$ cat config.mk
export PLATFORM = sky130hd
export DESIGN_NAME = branch_flag_stage
export DESIGN_NICKNAME = d
export VERILOG_FILES = /design/src/rtl/branch_flag_stage.sv
export SDC_FILE = /design/constraint.sdc
export NUM_CORES = 1
export LEC_CHECK = 0
export CAP_MARGIN = 20
export CORE_MARGIN = 1.5
export CORE_UTILIZATION = 40
export CTS_BUF_LIST = sky130_fd_sc_hd__clkbuf_16
export DETAILED_ROUTE_END_ITERATION = 10
export PLACE_DENSITY = 0.74
export SYNTH_ARGS = -nofsm -noshare
export SYNTH_HDL_FRONTEND = slang
export SYNTH_SLANG_ARGS = --single-unit
$ cat constraint.sdc
create_clock -name clk_i -period 7.9 [get_ports clk_i]
set_clock_uncertainty 0.2 [all_clocks]
set_input_delay 2.37 -clock clk_i [delete_from_list [all_inputs] [get_ports clk_i]]
set_output_delay 2.37 -clock clk_i [all_outputs]
set_load 0.02 [all_outputs]
$ cat src/rtl/branch_flag_stage.sv
// Branch compare stage: computes rs1-rs2 condition flags and pc+imm target,
// registered behind a two-entry skid buffer with a registered in_ready_o.
module branch_flag_stage #(
  parameter int unsigned XLEN = 32
) (
  input  logic            clk_i,
  input  logic            rst_i,
  input  logic            flush_i,
  input  logic            in_valid_i,
  output logic            in_ready_o,
  input  logic [XLEN-1:0] rs1_i,
  input  logic [XLEN-1:0] rs2_i,
  input  logic [2:0]      funct3_i,
  input  logic [XLEN-1:0] pc_i,
  input  logic [XLEN-1:0] imm_i,
  output logic            out_valid_o,
  input  logic            out_ready_i,
  output logic [2:0]      funct3_o,
  output logic            zero_flag_o,
  output logic            sign_flag_o,
  output logic            carry_flag_o,
  output logic            overflow_flag_o,
  output logic [XLEN-1:0] target_o
);

  typedef struct packed {
    logic [2:0]      funct3;
    logic            zero;
    logic            sign;
    logic            carry;
    logic            overflow;
    logic [XLEN-1:0] target;
  } beat_t;

  // EMPTY/ONE/FULL correspond to (main_v, skid_v) = 00/10/11.
  typedef enum logic [1:0] {EMPTY, ONE, FULL} state_t;

  state_t      state;
  beat_t       in_beat;
  beat_t       main_q;
  beat_t       skid_q;
  logic [XLEN:0] diff;
  logic        accept;
  logic        deliver;

  always_comb begin
    diff             = {1'b0, rs1_i} + {1'b0, ~rs2_i} + {{XLEN{1'b0}}, 1'b1};
    in_beat          = '0;
    in_beat.funct3   = funct3_i;
    in_beat.zero     = (diff[XLEN-1:0] == '0);
    in_beat.sign     = diff[XLEN-1];
    in_beat.carry    = ~diff[XLEN];
    in_beat.overflow = (rs1_i[XLEN-1] ^ rs2_i[XLEN-1]) & (rs1_i[XLEN-1] ^ diff[XLEN-1]);
    in_beat.target   = pc_i + imm_i;
    accept           = in_valid_i & in_ready_o;
    deliver          = out_valid_o & out_ready_i;
  end

  always_ff @(posedge clk_i or posedge rst_i) begin
    if (rst_i) begin
      state       <= EMPTY;
      main_q      <= '0;
      skid_q      <= '0;
      out_valid_o <= 1'b0;
      in_ready_o  <= 1'b1;
    end else if (flush_i) begin
      // Payload is left as-is; only the valids are dropped.
      state       <= EMPTY;
      out_valid_o <= 1'b0;
      in_ready_o  <= 1'b1;
    end else begin
      case (state)
        EMPTY: begin
          if (accept) begin
            main_q      <= in_beat;
            state       <= ONE;
            out_valid_o <= 1'b1;
          end
        end
        ONE: begin
          if (accept && deliver) begin
            main_q <= in_beat;
          end else if (accept) begin
            skid_q     <= in_beat;
            state      <= FULL;
            in_ready_o <= 1'b0;
          end else if (deliver) begin
            state       <= EMPTY;
            out_valid_o <= 1'b0;
          end
        end
        FULL: begin
          if (deliver) begin
            main_q     <= skid_q;
            state      <= ONE;
            in_ready_o <= 1'b1;
          end
        end
        default: begin
          state       <= EMPTY;
          out_valid_o <= 1'b0;
          in_ready_o  <= 1'b1;
        end
      endcase
    end
  end

  assign funct3_o        = main_q.funct3;
  assign zero_flag_o     = main_q.zero;
  assign sign_flag_o     = main_q.sign;
  assign carry_flag_o    = main_q.carry;
  assign overflow_flag_o = main_q.overflow;
  assign target_o        = main_q.target;

endmodule
**Word-level counts from Yosys, hierarchy flattened**

Index checks and enable logic that the tools add are counted.

- Bits of input ports: 136
- Flip-flop bits (word level): 82
- Word-level logic and storage cells: 72

- Multiplexer cells: 22
- Reduce and logical (&&, ||, !) cells: 9
- Bitwise gates (word level): 9
- Eq/ne operators: 14
- Add/subtract/negate cells: 3

Operators by type and width:

| kind | number |
|---|---|
| 39-bit 2-to-1 mux | 3 |
| 39-bit one-hot mux with 3 select lines | 1 |
| 32-bit by 32-bit adder with 33-bit output | 1 |
| 33-bit by 1-bit adder with 33-bit output, second input constant | 1 |
| 32-bit adder | 1 |
| 32-bit logical NOT | 1 |
| 32-bit inverter | 1 |
| 3-bit != test, second input constant | 6 |
| 2-bit 2-to-1 mux | 6 |
| 4-bit AND reduction | 3 |
| 2-bit != test, second input constant | 5 |
| 5-bit AND reduction | 2 |
| 1-bit 2-to-1 mux | 9 |
| 1-bit one-hot mux with 3 select lines | 2 |
| 2-bit one-hot mux with 3 select lines | 1 |
| 4-bit != test, second input constant | 1 |
| 1-bit bitwise AND | 3 |
| 1-bit inverter | 3 |
| 3-bit nonzero test | 1 |
| 2-bit by 1-bit == test with 1-bit output, second input constant | 1 |
| 2-bit == test, second input constant | 1 |
| 2-bit logical NOT | 1 |
| 1-bit XOR | 2 |
| 1-bit logical AND | 1 |

**Logic depth before layout (Yosys ltp)**

Gate-level depths: netlist of the first run.

- Depth after elaboration: 7
- Depth in mapped cells: 12
- Gate-level depth less buffers: 12

**Worst setup path before layout of the first run**

OpenSTA, ideal clock, no wires.

- Path kind: input to register
- Start: in rs1_i[0]
- End: reg main_q, in the netlist zero_flag_o
- Data arrival time: 4.890 ns
- Setup time: 0.092 ns
- Slack: 2.718 ns
- Data required time: 7.608 ns
- Stages: 12
- Buffers on the path: 0
- Path through: inv_1 > ha_1 > fa_1 > or2b_1 > a21o_2 > a211o_1 > a211o_2 > a21oi_4 > o221ai_2 > a211oi_2 > nand4_1 > o31ai_2

- Longest elaborated chain between the ends: 5

RTL lines:

| what | line | text |
|---|---|---|
| start, declared | 11 | `input logic [XLEN-1:0] rs1_i,` |
| 32-bit by 32-bit adder with 33-bit output (*) | 47 | `diff = {1'b0, rs1_i} + {1'b0, ~rs2_i} + {{XLEN{1'b0}}, 1'b1};` |
| 33-bit by 1-bit adder with 33-bit output (*) | 47 |  |
| 32-bit logical NOT (*) | 50 | `in_beat.zero = (diff[XLEN-1:0] == '0);` |
| 39-bit 2-to-1 mux (on tied branches) | 81, 74 |  |
| 39-bit one-hot mux with 3 select lines (*) | 72 | `case (state)` |
| end signal, assigned | 75 | `main_q <= in_beat;` |
| end signal, assigned | 82 | `main_q <= in_beat;` |
| end signal, assigned | 94 | `main_q <= skid_q;` |
| end, declared | 40 | `beat_t main_q;` |

Every way passes the cells marked *; elsewhere a longest branch is shown, timed or not. The select of a mux whose other input is x is not followed.
A chain may end at the register's enable or synchronous reset.

**Worst setup path in the final report of the first run**

- Start: in rs1_i[0]
- End: reg skid_q[35] in the netlist's numbering

- Longest elaborated chain between the ends: 3

RTL lines:

| what | line | text |
|---|---|---|
| 32-bit by 32-bit adder with 33-bit output | 47 |  |
| 33-bit by 1-bit adder with 33-bit output | 47 |  |
| 32-bit logical NOT | 50 |  |
| end signal, assigned | 84 | `skid_q <= in_beat;` |
| end, declared | 41 | `beat_t skid_q;` |

No other way between the ends.

==> flow_summary_export.csv, run 1 <==
group,metric,value,unit
outcome,status,"complete, but fails checks",
outcome,violations,"design-rule violations",
die,die_h,140,µm
synthesis,synthSimpleGateAreaFrac,18.7,%
detailed_routing,drt_wl_total,20600,µm
synthesis,synth.cell_area,7490,µm²
synthesis,synth_xor_xnor_area_share,4.33,%
synthesis,synth-compound-area-share,26.9,%
cells_and_area,finalNetCount,1269,
die,dieArea,19600,µm²
global_routing,overflow,0,
min_path,hold_path.class,"flip-flop to flip-flop",
pwr,power_density,224,nW/µm²
synthesis,avgSynthCellArea,8.19,µm²
cts,clock-sinks,82,
synthesis,synth_top_family_by_area,"compound AO/OA/AOI/OAI gates",
synthesis,ys_seq_elements,82,
setup_path,cp_common_cell,"a21o_2",
die,start_util,41.3,%
global_routing,grt_usage,21.2,%
cells_and_area,layout_common_cells,"176 x clkdlybuf4s50_1, 121 x nand2_1, 81 x dfrtp_1",
detailed_routing,drt_iter0_markers,469,
sta,worst_pin_slew,0.674,ns
detailed_routing,wl_per_cell,15.8,µm
pwr,switchingPower,0.000821,W
pwr,p_comb_share,47.0,%
setup_path,worst-path-buf-inv,2,
die,ios,177,
cts,post-cts-setup-buffers,0,
die,die_w,140,µm
placement,gp_routability_congestion,0.870,
detailed_routing,viasPerCell,5.65,
cts,insertion_delay,0.35,ns
synthesis,synth_ff_type,"dfrtp_1",
cts,h-tree-depth,3,
placement,io_buffers,176,
synthesis,ys_types,80,
cts,clk_path_buf_depth,2,
sta,final.setup.worst_slack,2.36,ns
sta,setup_viol,0,
setup_path,crit_chain,"clkdlybuf4s50_1 > inv_1 > ha_1 > fa_1 > or2b_1 > a21o_2 > a21o_2 > o311a_1 > xnor2_1 > nor4_1 > and4bb_2 > nand4_1 > o31ai_1",
die,rows,49,
cells_and_area,insertedDiodeCount,0,
pwr,vdd_drop_max,0.106,mV
sta,slew_viol_final,0,
run,max-cap-violations,0,
pwr,p_int,0.00134,W
cts,clk_pin_slew,0.06,ns
pwr,p_leak,4.26,nW
cts,cts_made_buffers,9,
sta,fin_crit_sh,70.1,%
pwr,seqPwrFrac,33.3,%
detailed_routing,first_pass_iters,8,
cts,cts_tree,"built",
sta,maxSlewHeadroom,55.0,%
setup_path,critPathCaptureType,"flip-flop",
placement,dp_hpwl,15600,µm
synthesis,synth_top_area_share,27.1,%
cells_and_area,drive_gt1_share,7.27,%
global_routing,antenna_found_initial,0,
detailed_routing,drc,12,
die,coreArea,18100,µm²
setup_path,worstSetupPathType,"input port to flip-flop",
setup_path,path_delay_family,"compound AO/OA/AOI/OAI gates",
synthesis,seq_area_frac_synth,27.4,%
synthesis,synth_edf_count,0,
cts,root_buffer,"clkbuf_16",
cts,cts_hold_buf,0,
sta,fin_tns_setup,0,ns
synthesis,synth_cells,915,
setup_path,critical_path_peak_fanout,5,
setup_path,cp-start-kind,"input port",
cells_and_area,fin_util,53.1,%
setup_path,cp.arrival,5.58,ns
detailed_routing,vias,7355,
sta,fin_crit,5.54,ns
setup_path,slowest_delay,0.45,ns
synthesis,yosys-top-cells-area,"dfrtp_1 27%, ha_1 11%, nand2_1 6.1%, a21oi_1 5.3%, nor2_1 3.7%",
cells_and_area,mostFrequentLayoutCell,"clkdlybuf4s50_1",
pwr,power_frac_clock,19.8,%
global_routing,grt_start_max_net_pins,83,
setup_path,required,7.94,ns
synthesis,synthArstFlopShare,100,%
synthesis,ys_warn_count,0,
global_routing,grt_pass1_vias,6979,
global_routing,grt_pass1_wl,34100,µm
cells_and_area,syn2layout_area_growth,28.7,%
sta,hold_viol,0,
synthesis,synthMuxAreaShare,4.89,%
detailed_routing,antenna_left,0,
pwr,p_sw_share,38.0,%
synthesis,yosysTopAreaCell,"dfrtp_1",
cts,cts_resized,0,
sta,grt_setup_unrepaired,"false",
sta,fmax,181,MHz
placement,preCtsSetupSlack,2.04,ns
synthesis,syn-num-nets,1116,
setup_path,slowest_stage,"clkdlybuf4s50_1",
synthesis,synth_fa_ha_area_share,11.1,%
==> area by class of cell <==
cell class,count,area [µm²]
tap,229,287
multi-input combinational,736,4950
inverter,57,215
sequential,82,2050
clock inverter,7,71.3
fill,1718,8510
timing repair buffer,182,1840
clock buffer,9,225
==> worst paths after layout <==
path / startpoint / to / slack, ns / cells past startpoint
max: rs1_i[0] / skid_q[35] / 2.36 / 13
min: skid_q[24] / skid_q[24] / 0.28 / 2
max reg2reg: in_ready_o / target_o[28] / 5.22 / 8
min reg2reg: skid_q[24] / skid_q[24] / 0.28 / 2
max in group asynchronous: rst_i / target_o[9] / 4.68 / 4
min in group asynchronous: rst_i / skid_q[37] / 2.21 / 3
==> flip-flops by register name, indices dropped and copies added, names as in the netlist <==
| name | count |
|---|---|
| carry_flag_o | 1 |
| zero_flag_o | 1 |
| out_valid_o | 1 |
| sign_flag_o | 1 |
| overflow_flag_o | 1 |
| in_ready_o | 1 |
| target_o | 32 |
| skid_q | 39 |
| state | 2 |
| funct3_o | 3 |
==> per-stage QoR <==
step,std cells,cell area [µm²],total power (W),hold slack (ns)
2_1_floorplan,915,7490,0.00133,0.240
3_3_place_gp,1284,9300,0.00171,0.254
3_5_place_dp,1284,9300,0.00173,0.262
4_1_cts,1300,9590,0.00217,0.278
5_1_grt,1302,9640,0.00230,0.301
6_report,1302,9640,0.00216,0.279
==> power by group through the flow <==
stage | logic (W) | clock network (W) | registers, W
floorplan | 0.000513 | 0 | 0.000817
global placement | 0.000994 | 0 | 0.000714
detailed placement | 0.00101 | 0 | 0.000726
CTS | 0.00101 | 0.000437 | 0.000718
global route | 0.00111 | 0.000451 | 0.000742
finish | 0.00101 | 0.000426 | 0.000718
==> metal layers <==
layer | up-vias | GRT usage (%) | wire length [µm]
met5 | - | 0 | 0
met4 | 0 | 7.59 | 525
met3 | 38 | 3.68 | 1310
met2 | 259 | 34.7 | 9430
met1 | 3422 | 28.2 | 9320
li1 | 3636 | - | -
==> logic make-up (layout without fill, tap and decap cells) <==
logic type	Yosys count	after routing
mux	34	34
fa+ha+maj	65	65
xor+xnor	37	37
flops	82	82
simple gates	304	304
buf+inv	97	255
compound gates	296	296
==> worst min-delay path, delay by kind of cell (launching register included) <==
kind,cells,cell delay (ns)
AOI/OAI and AO/OA,1,0.05
and+or+nand+nor,1,0.05
DFF,1,0.34
==> cell usage after synthesis, types with 3 or more instances <==
master and count:
a211o_1 7, or2_2 6, a21o_1 25, inv_1 57, a21boi_0 7, ha_1 63
nor2_1 74, xor2_1 12, a21o_2 4, a31oi_1 27, o31a_1 5, nand3_1 27
clkbuf_8 6, a31o_2 3, o21ai_0 45, o211ai_1 11, or3_1 4, nand2_1 121
nor3b_1 4, o31ai_1 12, nor4_1 4, nand2b_1 5, o21a_1 11, and3_1 11
buf_6 4, mux2i_1 13, buf_4 5, a21oi_1 80, clkbuf_1 20, mux2_2 21
nor3_1 11, a211oi_1 4, o21bai_1 9, dfrtp_1 81, and2_1 4, o22ai_1 5
nor2b_1 6, a2111o_1 4, xnor2_1 25, nand4_1 16, o21ai_1 4
No activity file was read; power rests on OpenSTA's default activity.
==> run 2: changes to the inputs <==
==> constraint.sdc (replaced) <==
create_clock -name clk_i -period 5.4 [get_ports clk_i]
set_clock_uncertainty 0.2 [all_clocks]
set_input_delay 1.62 -clock clk_i [delete_from_list [all_inputs] [get_ports clk_i]]
set_output_delay 1.62 -clock clk_i [all_outputs]
set_load 0.02 [all_outputs]
==> flow_summary_export.csv, run 2 (synthesis results as in run 1) <==
group,metric,value,unit
placement,gp_routability_congestion,0.929,
cells_and_area,fillerInstances,1703,
cts,cts_tree,"built",
sta,grt_setup_unrepaired,"false",
detailed_routing,antenna_left,0,
detailed_routing,drt_iter0_markers,426,
sta,fin_crit,4.72,ns
cts,cts_made_buffers,9,
run,max-cap-violations,0,
die,start_util,41.3,%
cells_and_area,layout_common_cells,"176 x clkdlybuf4s50_1, 121 x nand2_1, 81 x dfrtp_1",
die,die_h,140,µm
sta,slew_viol_final,0,
pwr,vdd_drop_max,0.153,mV
global_routing,grt_util_met1,28.9,%
sta,worst_pin_slew,0.698,ns
global_routing,grt_pass1_wl,33800,µm
pwr,fin_total_pwr,0.00312,W
detailed_routing,wl_per_cell,15.5,µm
setup_path,critical_path_peak_fanout,5,
detailed_routing,drt_wl_total,20300,µm
detailed_routing,vias,7262,
outcome,violations,"design-rule violations",
placement,place_inst,1293,
cells_and_area,fin_util,53.2,%
sta,maxSlewHeadroom,53.4,%
setup_path,worstSetupPathType,"input port to flip-flop",
global_routing,use_met2,34.1,%
sta,hold_viol,0,
cells_and_area,insertedDiodeCount,0,
outcome,status,"complete, but fails checks",
cells_and_area,syn2layout_area_growth,29.0,%
detailed_routing,drc,12,
setup_path,required,5.47,ns
cells_and_area,top_register,"skid_q",
setup_path,critPathCaptureType,"flip-flop",
cells_and_area,mostFrequentLayoutCell,"clkdlybuf4s50_1",
cells_and_area,largest_reg_flops,39,
pwr,p_leak,4.29,nW
cts,clock-sinks,82,
cts,post-cts-setup-buffers,0,
sta,setup_viol,0,
cts,clk_path_buf_depth,2,
sta,fmax,212,MHz
global_routing,use_met3,3.82,%
global_routing,grt.busiest_layer,"met2",
global_routing,overflow,0,
die,die_w,140,µm
cts,root_buffer,"clkbuf_16",
die,coreArea,18100,µm²
placement,io_buffers,176,
global_routing,grt_usage,21.0,%
detailed_routing,viasPerCell,5.54,
placement,dp_hpwl,15700,µm
detailed_routing,first_pass_iters,8,
cts,cts_resized,0,
cts,h-tree-depth,3,
global_routing,grt_pass1_vias,6843,
min_path,hold_path.class,"flip-flop to flip-flop",
cells_and_area,layout.cells.non_filler,1310,
cts,clk_pin_slew,0.07,ns
die,ios,177,
setup_path,cp-start-kind,"input port",
die,dieArea,19600,µm²
sta,whs,0.276,ns
global_routing,antenna_found_initial,0,
die,rows,49,
sta,fin_crit_sh,87.5,%
pwr,power_density,323,nW/µm²
cts,cts_hold_buf,0,
setup_path,cp.arrival,4.79,ns
global_routing,grt_start_max_net_pins,58,
cells_and_area,drive_gt1_share,8.05,%
cells_and_area,finalNetCount,1277,
sta,fin_tns_setup,0,ns
cts,insertion_delay,0.35,ns
run 2: power by group:
group / internal (W) / switching [W]
logic: 0.000710 / 0.000779
clock network: 0.000315 / 0.000268
registers: 0.000892 / 0.000159
run 2: final timing paths:
path                       cells past startpoint  slack, ns      endpoint   startpoint
setup / recovery                              13       0.68   zero_flag_o     rs1_i[0]
hold / removal                                 2       0.28   target_o[1]  target_o[1]
setup reg to reg                               8       2.74  target_o[28]   in_ready_o
hold reg to reg                                2       0.28   target_o[1]  target_o[1]
max in group asynchronous                      3       2.68    in_ready_o        rst_i
min in group asynchronous                      2       1.48    skid_q[38]        rst_i
run 2: per-layer routing:
metal | part of all wire [%] | up-vias | routed length, µm
li1 | - | 3654 | -
met5 | 0 | - | 0
met1 | 46 | 3354 | 9420
met2 | 46 | 229 | 9340
met3 | 6.0 | 25 | 1220
met4 | 1.5 | 0 | 309
run 2: per-stage QoR:
stage	setup WS, ns	area (µm²)
floorplan	0.968	7490
CTS	0.684	9640
finish	0.675	9660
global placement	0.371	9360
detailed placement	0.329	9360
global route	0.442	9660
run 2: final cells by class:
cell class,count,area [µm²],area share (%)
clock buffers,9,225,2.33
clock inverters,7,52.6,0.544
inverters,57,215,2.23
multi-input cells,736,4950,51.2
flip-flops and latches,82,2050,21.3
well taps,229,287,2.97
repair buffers,190,1880,19.5
run 2: worst max-delay path, cell delays in order:
cell	delay, ns
clkdlybuf4s50_1	0.45
inv_1	0.04
ha_1	0.22
fa_1	0.41
or2b_1	0.25
a21o_2	0.23
a21o_2	0.22
o311a_1	0.31
xnor2_1	0.13
nor4_1	0.26
and4bb_2	0.29
nand4_1	0.13
o31ai_2	0.23
==> run 3: changes to the inputs <==
--- a/config.mk
+++ b/config.mk
@@ -8,8 +8,9 @@
 export CAP_MARGIN = 20
 export CORE_MARGIN = 1.5
 export CORE_UTILIZATION = 40
-export CTS_BUF_LIST = sky130_fd_sc_hd__clkbuf_16
+export CTS_BUF_LIST = sky130_fd_sc_hd__clkbuf_2 sky130_fd_sc_hd__clkbuf_4 sky130_fd_sc_hd__clkbuf_8
 export DETAILED_ROUTE_END_ITERATION = 10
+export GPL_ROUTABILITY_DRIVEN = 0
 export PLACE_DENSITY = 0.74
 export SYNTH_ARGS = -nofsm -noshare
 export SYNTH_HDL_FRONTEND = slang
==> flow_summary_export.csv, run 3 (synthesis results as in run 1) <==
group,metric,value,unit
sta,final.setup.worst_slack,0.567,ns
die,start_util,41.3,%
pwr,vdd_drop_max,0.136,mV
global_routing,grt_pass1_wl,33300,µm
global_routing,grt_start_max_net_pins,58,
setup_path,cp.arrival,4.90,ns
sta,fin_crit,4.83,ns
sta,fmax,207,MHz
cts,cts_resized,0,
sta,whs,0.278,ns
cts,post-cts-setup-buffers,0,
placement,dpl-instance-area,9350,µm²
cells_and_area,finalNetCount,1276,
setup_path,critical_path_peak_fanout,5,
cells_and_area,top_register,"skid_q",
cts,cts_hold_buf,0,
cts,clock-sinks,82,
sta,fin_tns_setup,0,ns
outcome,status,"complete, but fails checks",
die,die_h,140,µm
detailed_routing,drt_iter0_markers,476,
detailed_routing,vias,7260,
cells_and_area,mostFrequentLayoutCell,"clkdlybuf4s50_1",
sta,grt_setup_unrepaired,"false",
cts,h-tree-depth,3,
sta,setup_viol,0,
cts,cts_made_buffers,9,
sta,worst_pin_slew,0.854,ns
cells_and_area,syn2layout_area_growth,28.4,%
die,ios,177,
setup_path,required,5.47,ns
cts,clk_pin_slew,0.08,ns
cts,cts_tree,"built",
placement,preCtsSetupSlack,0.256,ns
sta,slew_viol_final,0,
die,coreArea,18100,µm²
cells_and_area,insertedDiodeCount,0,
min_path,hold_path.class,"flip-flop to flip-flop",
cts,insertion_delay,0.37,ns
die,dieArea,19600,µm²
detailed_routing,antenna_left,0,
run,max-cap-violations,0,
cts,clk_path_buf_depth,2,
global_routing,antenna_found_initial,0,
detailed_routing,viasPerCell,5.55,
pwr,power_density,318,nW/µm²
pwr,fin_total_pwr,0.00306,W
placement,dp_hpwl,15700,µm
detailed_routing,wl_per_cell,15.5,µm
global_routing,grt_usage,20.6,%
cells_and_area,drive_gt1_share,8.06,%
setup_path,worstSetupPathType,"input port to flip-flop",
setup_path,regToRegSetupSlack,2.74,ns
cts,root_buffer,"clkbuf_8",
detailed_routing,first_pass_iters,8,
global_routing,grt_pass1_vias,6809,
sta,hold_viol,0,
sta,fin_crit_sh,89.5,%
cells_and_area,layout_common_cells,"176 x clkdlybuf4s50_1, 121 x nand2_1, 81 x dfrtp_1",
die,rows,49,
pwr,p_leak,4.26,nW
detailed_routing,drc,12,
die,die_w,140,µm
detailed_routing,drt_wl_total,20200,µm
sta,maxSlewHeadroom,43.0,%
cells_and_area,finalInstanceArea,9620,µm²
cells_and_area,largest_reg_flops,39,
global_routing,overflow,0,
outcome,violations,"design-rule violations",
setup_path,critPathCaptureType,"flip-flop",
setup_path,cp-start-kind,"input port",
placement,io_buffers,176,
-- run 3: final cells by class --
| type | instances | area, µm² |
|---|---|---|
| multi-input cells | 736 | 4950 |
| repair buffers | 189 | 1880 |
| inverters | 57 | 215 |
| clock buffers | 10 | 138 |
| well taps | 229 | 287 |
| fillers | 1711 | 8530 |
| flip-flops and latches | 82 | 2050 |
| clock inverters | 6 | 95.1 |
-- run 3: critical path, cell delays in order --
cell and delay (ns):
clkdlybuf4s50_1 0.45, inv_1 0.04, ha_1 0.23, fa_1 0.40, or2b_1 0.25, a21o_2 0.24
a21o_2 0.23, o311a_1 0.32, xnor2_1 0.15, nor4_1 0.33, and4bb_2 0.29, nand4_1 0.13
o31ai_1 0.23
-- run 3: per-stage QoR --
stage / cells / utilization (%)
after floorplan: 915 / -
after global placement: 1291 / 51.5
after detailed placement: 1291 / 51.5
after CTS: 1307 / 52.8
after global routing: 1309 / 53.0
final: 1309 / 53.0
-- run 3: worst paths after layout --
| path | from | cells after the start | to |
|---|---|---|---|
| max | rs1_i[0] | 13 | skid_q[35] |
| min | skid_q[1] | 2 | skid_q[1] |
| max reg2reg | in_ready_o | 8 | target_o[28] |
| min reg2reg | skid_q[1] | 2 | skid_q[1] |
| max in group asynchronous | rst_i | 3 | target_o[14] |
| min in group asynchronous | rst_i | 2 | skid_q[32] |
-- run 3: routing by layer --
layer | track usage (%) | up-vias | wire length (µm)
met5 | 0 | - | 0
met4 | 4.38 | 0 | 291
met1 | 28.4 | 3375 | 9550
met2 | 34.1 | 236 | 9220
li1 | - | 3631 | -
met3 | 3.44 | 18 | 1160
-- run 3: where the power goes --
group / leakage (nW) / internal (W) / switching [W] / total (W)
clock: 0.118 / 0.000279 / 0.000251 / 0.000531
combinational: 3.16 / 0.000711 / 0.000776 / 0.00149
sequential: 0.987 / 0.000890 / 0.000155 / 0.00105
total: 4.26 / 0.00188 / 0.00118 / 0.00306
